--- config.mk ---
export PLATFORM = sky130hd
export DESIGN_NAME = shot_controller_flat
export DESIGN_NICKNAME = d
export VERILOG_FILES = /design/src/rtl/shot_controller_if.sv /design/src/rtl/shot_controller.sv /design/src/flat_wrapper.sv
export SDC_FILE = /design/constraint.sdc
export NUM_CORES = 1
export LEC_CHECK = 0
export ABC_AREA = 1
export CORE_MARGIN = 4
export CORE_UTILIZATION = 50
export CTS_CLUSTER_DIAMETER = 150
export DETAILED_ROUTE_END_ITERATION = 16
export GPL_ROUTABILITY_DRIVEN = 0
export PLACE_DENSITY_LB_ADDON = 0.08
export SLEW_MARGIN = 20
export SYNTH_ARGS = -nofsm -noshare
export SYNTH_HDL_FRONTEND = slang
export SYNTH_SLANG_ARGS = --single-unit
--- constraint.sdc ---
create_clock -name clk -period 4.1 [get_ports clk]
set_input_delay 1.23 -clock clk [delete_from_list [all_inputs] [get_ports clk]]
set_output_delay 1.23 -clock clk [all_outputs]
set_load 0.02 [all_outputs]
--- src/rtl/shot_controller_if.sv ---
// shot_controller_if: groups the controller's per-frame control, button,
// ship position and collision inputs with the shot sprite / scoring outputs.
// The master side (game logic / bench) drives the inputs; the slave side is
// the shot controller itself.
interface shot_controller_if;
    logic        clear;        // synchronous game restart
    logic        frame_tick;   // one-cycle pulse per video frame
    logic        fire_n;       // fire button, active-low, asynchronous
    logic [10:0] ship_x;       // ship right edge
    logic        hit;          // shot overlaps an invader (level)
    logic [10:0] shot_x;       // shot sprite X
    logic [10:0] shot_y;       // shot sprite Y
    logic        shot_active;  // shot in flight and drawn
    logic        score_inc;    // one-cycle pulse per confirmed hit
    logic        ready;        // controller idle, a shot may be launched

    modport master (
        output clear, frame_tick, fire_n, ship_x, hit,
        input  shot_x, shot_y, shot_active, score_inc, ready
    );

    modport slave (
        input  clear, frame_tick, fire_n, ship_x, hit,
        output shot_x, shot_y, shot_active, score_inc, ready
    );
endinterface

--- src/rtl/shot_controller.sv ---
// shot_controller: sequences the player's single laser shot.
// Fire button -> synchronizer -> edge detect -> LAUNCH -> FLIGHT (rises
// SHOT_STEP per frame) -> retire on hit or top limit -> COOLDOWN of
// COOLDOWN_FRAMES frame ticks -> IDLE.
// Optional feature macro: SHOT_AUTOFIRE_EN -- when defined, a held (low)
// synced fire level launches from IDLE, so a held button auto-repeats.
module shot_controller #(
    parameter logic [10:0] SHOT_STEP       = 11'd8,
    parameter logic [10:0] TOP_Y           = 11'd55,
    parameter logic [10:0] SPAWN_Y         = 11'd470,
    parameter logic [10:0] X_OFFSET        = 11'd16,
    parameter logic [7:0]  COOLDOWN_FRAMES = 8'd15
) (
    input  logic              clk,
    input  logic              reset,
    shot_controller_if.slave  bus
);

    localparam logic [1:0] ST_IDLE     = 2'd0;
    localparam logic [1:0] ST_LAUNCH   = 2'd1;
    localparam logic [1:0] ST_FLIGHT   = 2'd2;
    localparam logic [1:0] ST_COOLDOWN = 2'd3;

    logic        r_sync1;
    logic        r_sync2;
    logic        r_hist;
    logic [1:0]  r_state;
    logic [7:0]  r_cnt;
    logic [10:0] r_shot_x;
    logic [10:0] r_shot_y;
    logic        r_shot_active;
    logic        r_score_inc;

    logic        w_press;
    logic        w_launch;
    logic [11:0] w_retire_limit;
    logic        w_near_top;

    // Falling edge of the synchronized button (released -> pressed).
    assign w_press = r_hist & ~r_sync2;

`ifdef SHOT_AUTOFIRE_EN
    // A held button is enough to launch, giving auto-repeat after cooldown.
    assign w_launch = ~r_sync2;
`else
    // Only a fresh press launches; a held button fires once.
    assign w_launch = w_press;
`endif

    // Retirement threshold computed one bit wider so it can never wrap.
    assign w_retire_limit = {1'b0, TOP_Y} + {1'b0, SHOT_STEP};
    assign w_near_top     = ({1'b0, r_shot_y} < w_retire_limit);

    // Two-flop synchronizer plus history flop for the asynchronous fire button.
    always_ff @(posedge clk or posedge reset) begin
        if (reset) begin
            r_sync1 <= 1'b1;
            r_sync2 <= 1'b1;
            r_hist  <= 1'b1;
        end else if (bus.clear) begin
            r_sync1 <= 1'b1;
            r_sync2 <= 1'b1;
            r_hist  <= 1'b1;
        end else begin
            r_sync1 <= bus.fire_n;
            r_sync2 <= r_sync1;
            r_hist  <= r_sync2;
        end
    end

    // Shot state machine: launch, flight, retirement and reload cooldown.
    always_ff @(posedge clk or posedge reset) begin
        if (reset) begin
            r_state       <= ST_IDLE;
            r_cnt         <= 8'd0;
            r_shot_x      <= 11'd0;
            r_shot_y      <= 11'd0;
            r_shot_active <= 1'b0;
            r_score_inc   <= 1'b0;
        end else if (bus.clear) begin
            // clear wins over a coincident hit, so no score is awarded.
            r_state       <= ST_IDLE;
            r_cnt         <= 8'd0;
            r_shot_x      <= 11'd0;
            r_shot_y      <= 11'd0;
            r_shot_active <= 1'b0;
            r_score_inc   <= 1'b0;
        end else begin
            r_score_inc <= 1'b0;
            case (r_state)
                ST_IDLE: begin
                    if (w_launch) begin
                        r_state <= ST_LAUNCH;
                    end
                end
                ST_LAUNCH: begin
                    // ship_x is captured only here; the shot does not follow the ship.
                    r_shot_x      <= bus.ship_x - X_OFFSET;
                    r_shot_y      <= SPAWN_Y;
                    r_shot_active <= 1'b1;
                    r_state       <= ST_FLIGHT;
                end
                ST_FLIGHT: begin
                    if (bus.hit) begin
                        r_shot_active <= 1'b0;
                        r_score_inc   <= 1'b1;
                        r_cnt         <= COOLDOWN_FRAMES;
                        r_state       <= ST_COOLDOWN;
                    end else if (bus.frame_tick) begin
                        if (w_near_top) begin
                            r_shot_active <= 1'b0;
                            r_cnt         <= COOLDOWN_FRAMES;
                            r_state       <= ST_COOLDOWN;
                        end else begin
                            r_shot_y <= r_shot_y - SHOT_STEP;
                        end
                    end
                end
                ST_COOLDOWN: begin
                    if (r_cnt == 8'd0) begin
                        r_state <= ST_IDLE;
                    end else if (bus.frame_tick) begin
                        r_cnt <= r_cnt - 8'd1;
                    end
                end
                default: begin
                    r_state <= ST_IDLE;
                end
            endcase
        end
    end

    // Positions hold after retirement; the renderer gates on shot_active.
    assign bus.shot_x      = r_shot_x;
    assign bus.shot_y      = r_shot_y;
    assign bus.shot_active = r_shot_active;
    assign bus.score_inc   = r_score_inc;
    assign bus.ready       = (r_state == ST_IDLE);

endmodule
--- src/flat_wrapper.sv ---
// flat-port wrapper written by rule: the top's interface ports become plain ports
module shot_controller_flat 
#(
    parameter logic [10:0] SHOT_STEP       = 11'd8,
    parameter logic [10:0] TOP_Y           = 11'd55,
    parameter logic [10:0] SPAWN_Y         = 11'd470,
    parameter logic [10:0] X_OFFSET        = 11'd16,
    parameter logic [7:0]  COOLDOWN_FRAMES = 8'd15
)
  (clk, reset, bus_clear, bus_frame_tick, bus_fire_n, bus_ship_x, bus_hit, bus_shot_x, bus_shot_y, bus_shot_active, bus_score_inc, bus_ready);
  shot_controller_if bus_i ();
  input  logic clk;
  input  logic reset;
  input wire logic [$bits(bus_i.clear)-1:0] bus_clear;
  input wire logic [$bits(bus_i.frame_tick)-1:0] bus_frame_tick;
  input wire logic [$bits(bus_i.fire_n)-1:0] bus_fire_n;
  input wire logic [$bits(bus_i.ship_x)-1:0] bus_ship_x;
  input wire logic [$bits(bus_i.hit)-1:0] bus_hit;
  output wire logic [$bits(bus_i.shot_x)-1:0] bus_shot_x;
  output wire logic [$bits(bus_i.shot_y)-1:0] bus_shot_y;
  output wire logic [$bits(bus_i.shot_active)-1:0] bus_shot_active;
  output wire logic [$bits(bus_i.score_inc)-1:0] bus_score_inc;
  output wire logic [$bits(bus_i.ready)-1:0] bus_ready;
  assign bus_i.clear = bus_clear;
  assign bus_i.frame_tick = bus_frame_tick;
  assign bus_i.fire_n = bus_fire_n;
  assign bus_i.ship_x = bus_ship_x;
  assign bus_i.hit = bus_hit;
  assign bus_shot_x = bus_i.shot_x;
  assign bus_shot_y = bus_i.shot_y;
  assign bus_shot_active = bus_i.shot_active;
  assign bus_score_inc = bus_i.score_inc;
  assign bus_ready = bus_i.ready;
  shot_controller #(.SHOT_STEP(SHOT_STEP), .TOP_Y(TOP_Y), .SPAWN_Y(SPAWN_Y), .X_OFFSET(X_OFFSET), .COOLDOWN_FRAMES(COOLDOWN_FRAMES)) u_core (.clk(clk), .reset(reset), .bus(bus_i));
endmodule
Word level (Yosys, flattened, before mapping):

Index checks and enable logic that the tools add are counted.

* eq/ne operators: 12
* bitwise operators: 2
* add/subtract/negate cells: 3
* magnitude comparators: 1
* reductions and logical operators: 9
* multiplexer cells: 32

Operators by type and width (count)
* $mux W11: 6
* $mux W8: 6
* $pmux W11 S2: 1
* $pmux W8 S2: 1
* $ne A3 B3 Y1 const B: 5
* $mux W2: 6
* $lt A11 B6 Y1 const B: 1
* $sub A11 B4 Y11 const B: 1
* $sub A11 B5 Y11 const B: 1
* $mux W1: 10
* $logic_not A8 Y1: 1
* $pmux W2 S4: 1
* $reduce_and A4 Y1: 2
* $sub A8 B1 Y8 const B: 1
* $ne A3 B2 Y1 const B: 2
* $reduce_bool A3 Y1: 2
* $reduce_and A5 Y1: 1
* $eq A2 B2 Y1 const B: 2
* $ne A4 B3 Y1 const B: 1
* $ne A4 B4 Y1 const B: 1
* $reduce_and A3 Y1: 1
* $eq A2 B1 Y1 const B: 1
* $logic_not A2 Y1: 1
* $pmux W1 S2: 1
* other kinds (3): 3

* bits of input ports: 17
* word-level logic and storage cells: 68
* bits in registers: 37
* output and inout bits: 25

Longest topological paths before layout:

* depth in word-level cells: 6
* mapped depth: 11

Worst setup path before layout:

Ideal clock, no wire load.

* path kind: input to register
* start: in bus_clear
* end: reg u_core.r_cnt[2]
* path buffers: 3
* slack: 1.953 ns
* arrival time: 2.024 ns
* setup time: 0.123 ns
* stages on the path: 10
* path through: buf_6 inv_4 buf_8 nand2_4 o21ai_2 inv_2 nand3_4 buf_12 nand2_2 o21ai_2

* cells in the longest elaborated chain, start to end: 2
* elaborated cells between the ends (all ways): 7
* those cells by class: 4 x eq/ne; 1 x mux; 2 x reduce/logical

RTL lines
* start, declared: RTL line flat_wrapper.sv:14 `input wire logic [$bits(bus_i.clear)-1:0] bus_clear;`
* $ne A4 B3 Y1 (no source line) (tied with other cells)
* $reduce_and A5 Y1 (no source line)
* end signal, assigned: RTL line shot_controller.sv:123 `r_cnt <= r_cnt - 8'd1;`
* end, declared: RTL line shot_controller.sv:28 `logic [7:0] r_cnt;`

Several ways; a longest one is shown, not always the timed one.
A chain may end at the register's enable or synchronous reset.

Worst setup path in the final report:

* start: reg u_core.r_state[0]
* end: out bus_ready

* cells in the longest elaborated chain, start to end: 1

RTL lines
* start, declared: RTL line shot_controller.sv:27 `logic [1:0] r_state;`
* start signal, assigned: RTL line shot_controller.sv:74 `r_state <= ST_IDLE;`
* start signal, assigned: RTL line shot_controller.sv:82 `r_state <= ST_IDLE;`
* start signal, assigned: RTL line shot_controller.sv:93 `r_state <= ST_LAUNCH;`
* $logic_not A2 Y1: RTL line shot_controller.sv:138 `assign bus.ready = (r_state == ST_IDLE);`
* end, declared: RTL line flat_wrapper.sv:23 `output wire logic [$bits(bus_i.ready)-1:0] bus_ready;`

No other way between the ends.

==> impl_results.md <==
* Final Hold Viols at 0
* Ant diodes at 0
* Final cell area excluding filler cells at 2605 sq um
* Via count at 1740
* Largest net degree at the start of global routing at 36
* Final period util at between 60% and 70%
* Hold Startpoint: u_core.bus.shot_x[3]$_DFFE_PP0P_
* Clock latency on the worst-skew pair at 0.28 ns
* Post-Synth Simple-Gate Area at about 30%
* Dpl hpwl at 3213 um
* Initial DRC Count at a little under 90
* Syn_nets at 283
* Critical path startpoint: u_core.r_state[0]$_DFFE_PP0P_
* Worst R2R Start: u_core.r_state[1]$_DFFE_PP0P_
* Status: completed
* Remaining antenna violation count at 0
* Longest Clk Path Bufs at 2
* Die footprint at 5300 sq um
* Crit path max fanout at 4
* Cts repair resizes at 0
* CTS clk-pin slew, worst paths at ~0.07 ns
* H-tree depth at 2
* Drt first pass iters at 4
* Clock sink count at 35
* Post-CTS setup buffer count at 0
* Distinct cells, synth at 37
* Clk root buf: clkbuf_8
* Total Nets Final at 322
* Worst r2r path cells at 5
* Syn Inst Count at roughly 260
* Main combinational cell family by area after synthesis: simple AND/OR/NAND/NOR gates
* Most frequent cells in the layout: nand2_1, clkdlybuf4s50_1, dfrtp_1, inv_1, nor2_1
* Synth Area in XOR/XNOR at under 10%
* Port buffer count at 40
* # setup viols final at 0
* CP Data Arrival Time at around 1.6 ns
* Max Cap Violations at 0
* Total CTS buffers at 5
* Number of global-route vias before repair at 1723
* Relative slew slack at 48.25%
* RSZ-0062 raised after global routing: false
* Leak at 0.001209 uW
* Min cycle time layout at between 2 and 3 ns
* Power density over cell area at 606.4 nW/um^2
* Yosys reg bits at 35
* Fmax at 0.3503 GHz
* Setup crit end kind: output pin
* Core Area at 4029 sq um
* Total Wirelength at 4360 um
* First-pass GRT wire length at between 7000 and 8000 um
* DR WL/cell at 12.56 um
* Max-slew violations at 0
* Share of post-route cells with drive strength above 1 at 14.14%
* Hold Path Depth at 2
* Netlist Area Pre-Place at ~2100 sq um
* Cts-stage hold buffer count at 0
* Synth-to-layout area growth at 24.08%
* Die Y at between 70 and 80 um
* Min-Delay Path Class: reg2reg
* WP data required at 2.87 ns
* Initial antenna violation count at 0
* Via density at between 5 and 6
* Actual slew at the worst max-slew pin at roughly 0.77 ns
* Synth Area in Adders at under 10%
* Setup Skew at 0.003931 ns
* Synth Area in Compound Gates at about 11%
* Total track usage at 18.23%
* Tot Pwr at 1580 uW
* Die width at 72.80 um
* Ys Warns at 0
* Seq/Total Area, Yosys at between 40% and 50%
* DP Area at between 2000 and 2500 sq um
* Startpoint types: register
* Residual DRC at 0
* Syn_area_per_cell at 8.169 sq um
* Initial Util at 52.11%
* Peak supply drop at 0.3313 mV
* Num rows at 23
* CTS tree: done
* I/O pin count at 42
* Sum Neg Setup Slack at 0 ns
* Total gr overflow at 0
* Mux contribution to synthesized area at 0%
* Setup CP Type: reg2out
* Commonest non-fill, non-tap cell in the layout: nand2_1
[layout make-up]
class / count / area [sq um]
clock inverter: 2 / 35.03
fill: 358 / 1424
inverter: 30 / 115.1
tap: 50 / 62.56
sequential: 35 / 879.6
timing repair buffer: 41 / 407.9
clock buffer: 6 / 82.58
multi-input combinational: 183 / 1022
[sequential cells by signal (all words and copies together) (netlist names)]
| register | flops |
|---|---|
| u_core.bus.shot_x | 11 |
| u_core.bus.shot_y | 9 |
| u_core.r_cnt | 8 |
| u_core.r_state | 2 |
| u_core.bus.score_inc | 1 |
| u_core.bus.shot_active | 1 |
| u_core.r_hist | 1 |
| u_core.r_sync1 | 1 |
| u_core.r_sync2 | 1 |
[worst paths after layout]
check                                                   endpoint  slack, ns
worst max register to register  u_core.bus.shot_x[6]$_DFFE_PP0P_       2.31
worst min register to register  u_core.bus.shot_x[3]$_DFFE_PP0P_       0.47
worst min-delay path            u_core.bus.shot_x[3]$_DFFE_PP0P_       0.47
worst max-delay path                                   bus_ready       1.24
min in group asynchronous       u_core.bus.shot_x[4]$_DFFE_PP0P_       1.34
max in group asynchronous                u_core.r_hist$_DFF_PP1_       2.43
[Yosys cell counts (all sizes together)]
cell type,n,area share (%)
nand2,69,14
dfrtp,32,38
inv,30,5.5
nor2,27,5.3
o21ai,25,7.9
nand3,24,6.6
ha,9,5.4
buf,8,3.8
nand4,7,2.1
a21oi,6,2.0
dfstp,3,3.8
nor3,3,1.3
xor2,3,1.3
o22ai,2,0.60
or2,2,0.60
xnor2,2,0.83
a31oi,1,0.30
clkbuf,1,0.18
conb,1,0.18
nor3b,1,0.36
o31ai,1,0.36
[layer usage]
metal / track usage (%) / part of all wire (%)
met3: 4.132 / 3.8
met1: 22.89 / 46
met2: 30.46 / 49
met5: 0 / 0
met4: 6.967 / 1.4
[through the flow]
| step | setup slack (ns) | hold slack, ns | cells | utilization [%] |
|---|---|---|---|---|
| floorplan | 1.953 | 0.4435 | 257 | - |
| global placement | 1.150 | 0.4617 | 339 | 61.74 |
| detailed placement | 1.100 | 0.4593 | 339 | 61.74 |
| CTS | 1.220 | 0.4783 | 347 | 64.66 |
| global route | 1.173 | 0.5036 | 347 | 64.66 |
| finish | 1.245 | 0.4745 | 347 | 64.66 |
[critical path: stages (launching register included)]
cell	delay, ns
dfrtp_1	0.42
inv_1	0.12
ha_1	0.19
clkdlybuf4s50_1	0.61
[power by group]
group          switching, uW  internal [uW]  leakage (uW)
Clock                    123            197     0.0000612
Sequential              83.6            431      0.000456
Combinational            451            293      0.000692
[cell families after synthesis]
family	count (synthesis)
other	1
DFF	35
buffers and inverters	39
xor gates and xnor gates	5
adders and majority gates	9
and+or+nand+nor	133
AOI/OAI and AO/OA	35
No activity file was read; power rests on OpenSTA's default activity.
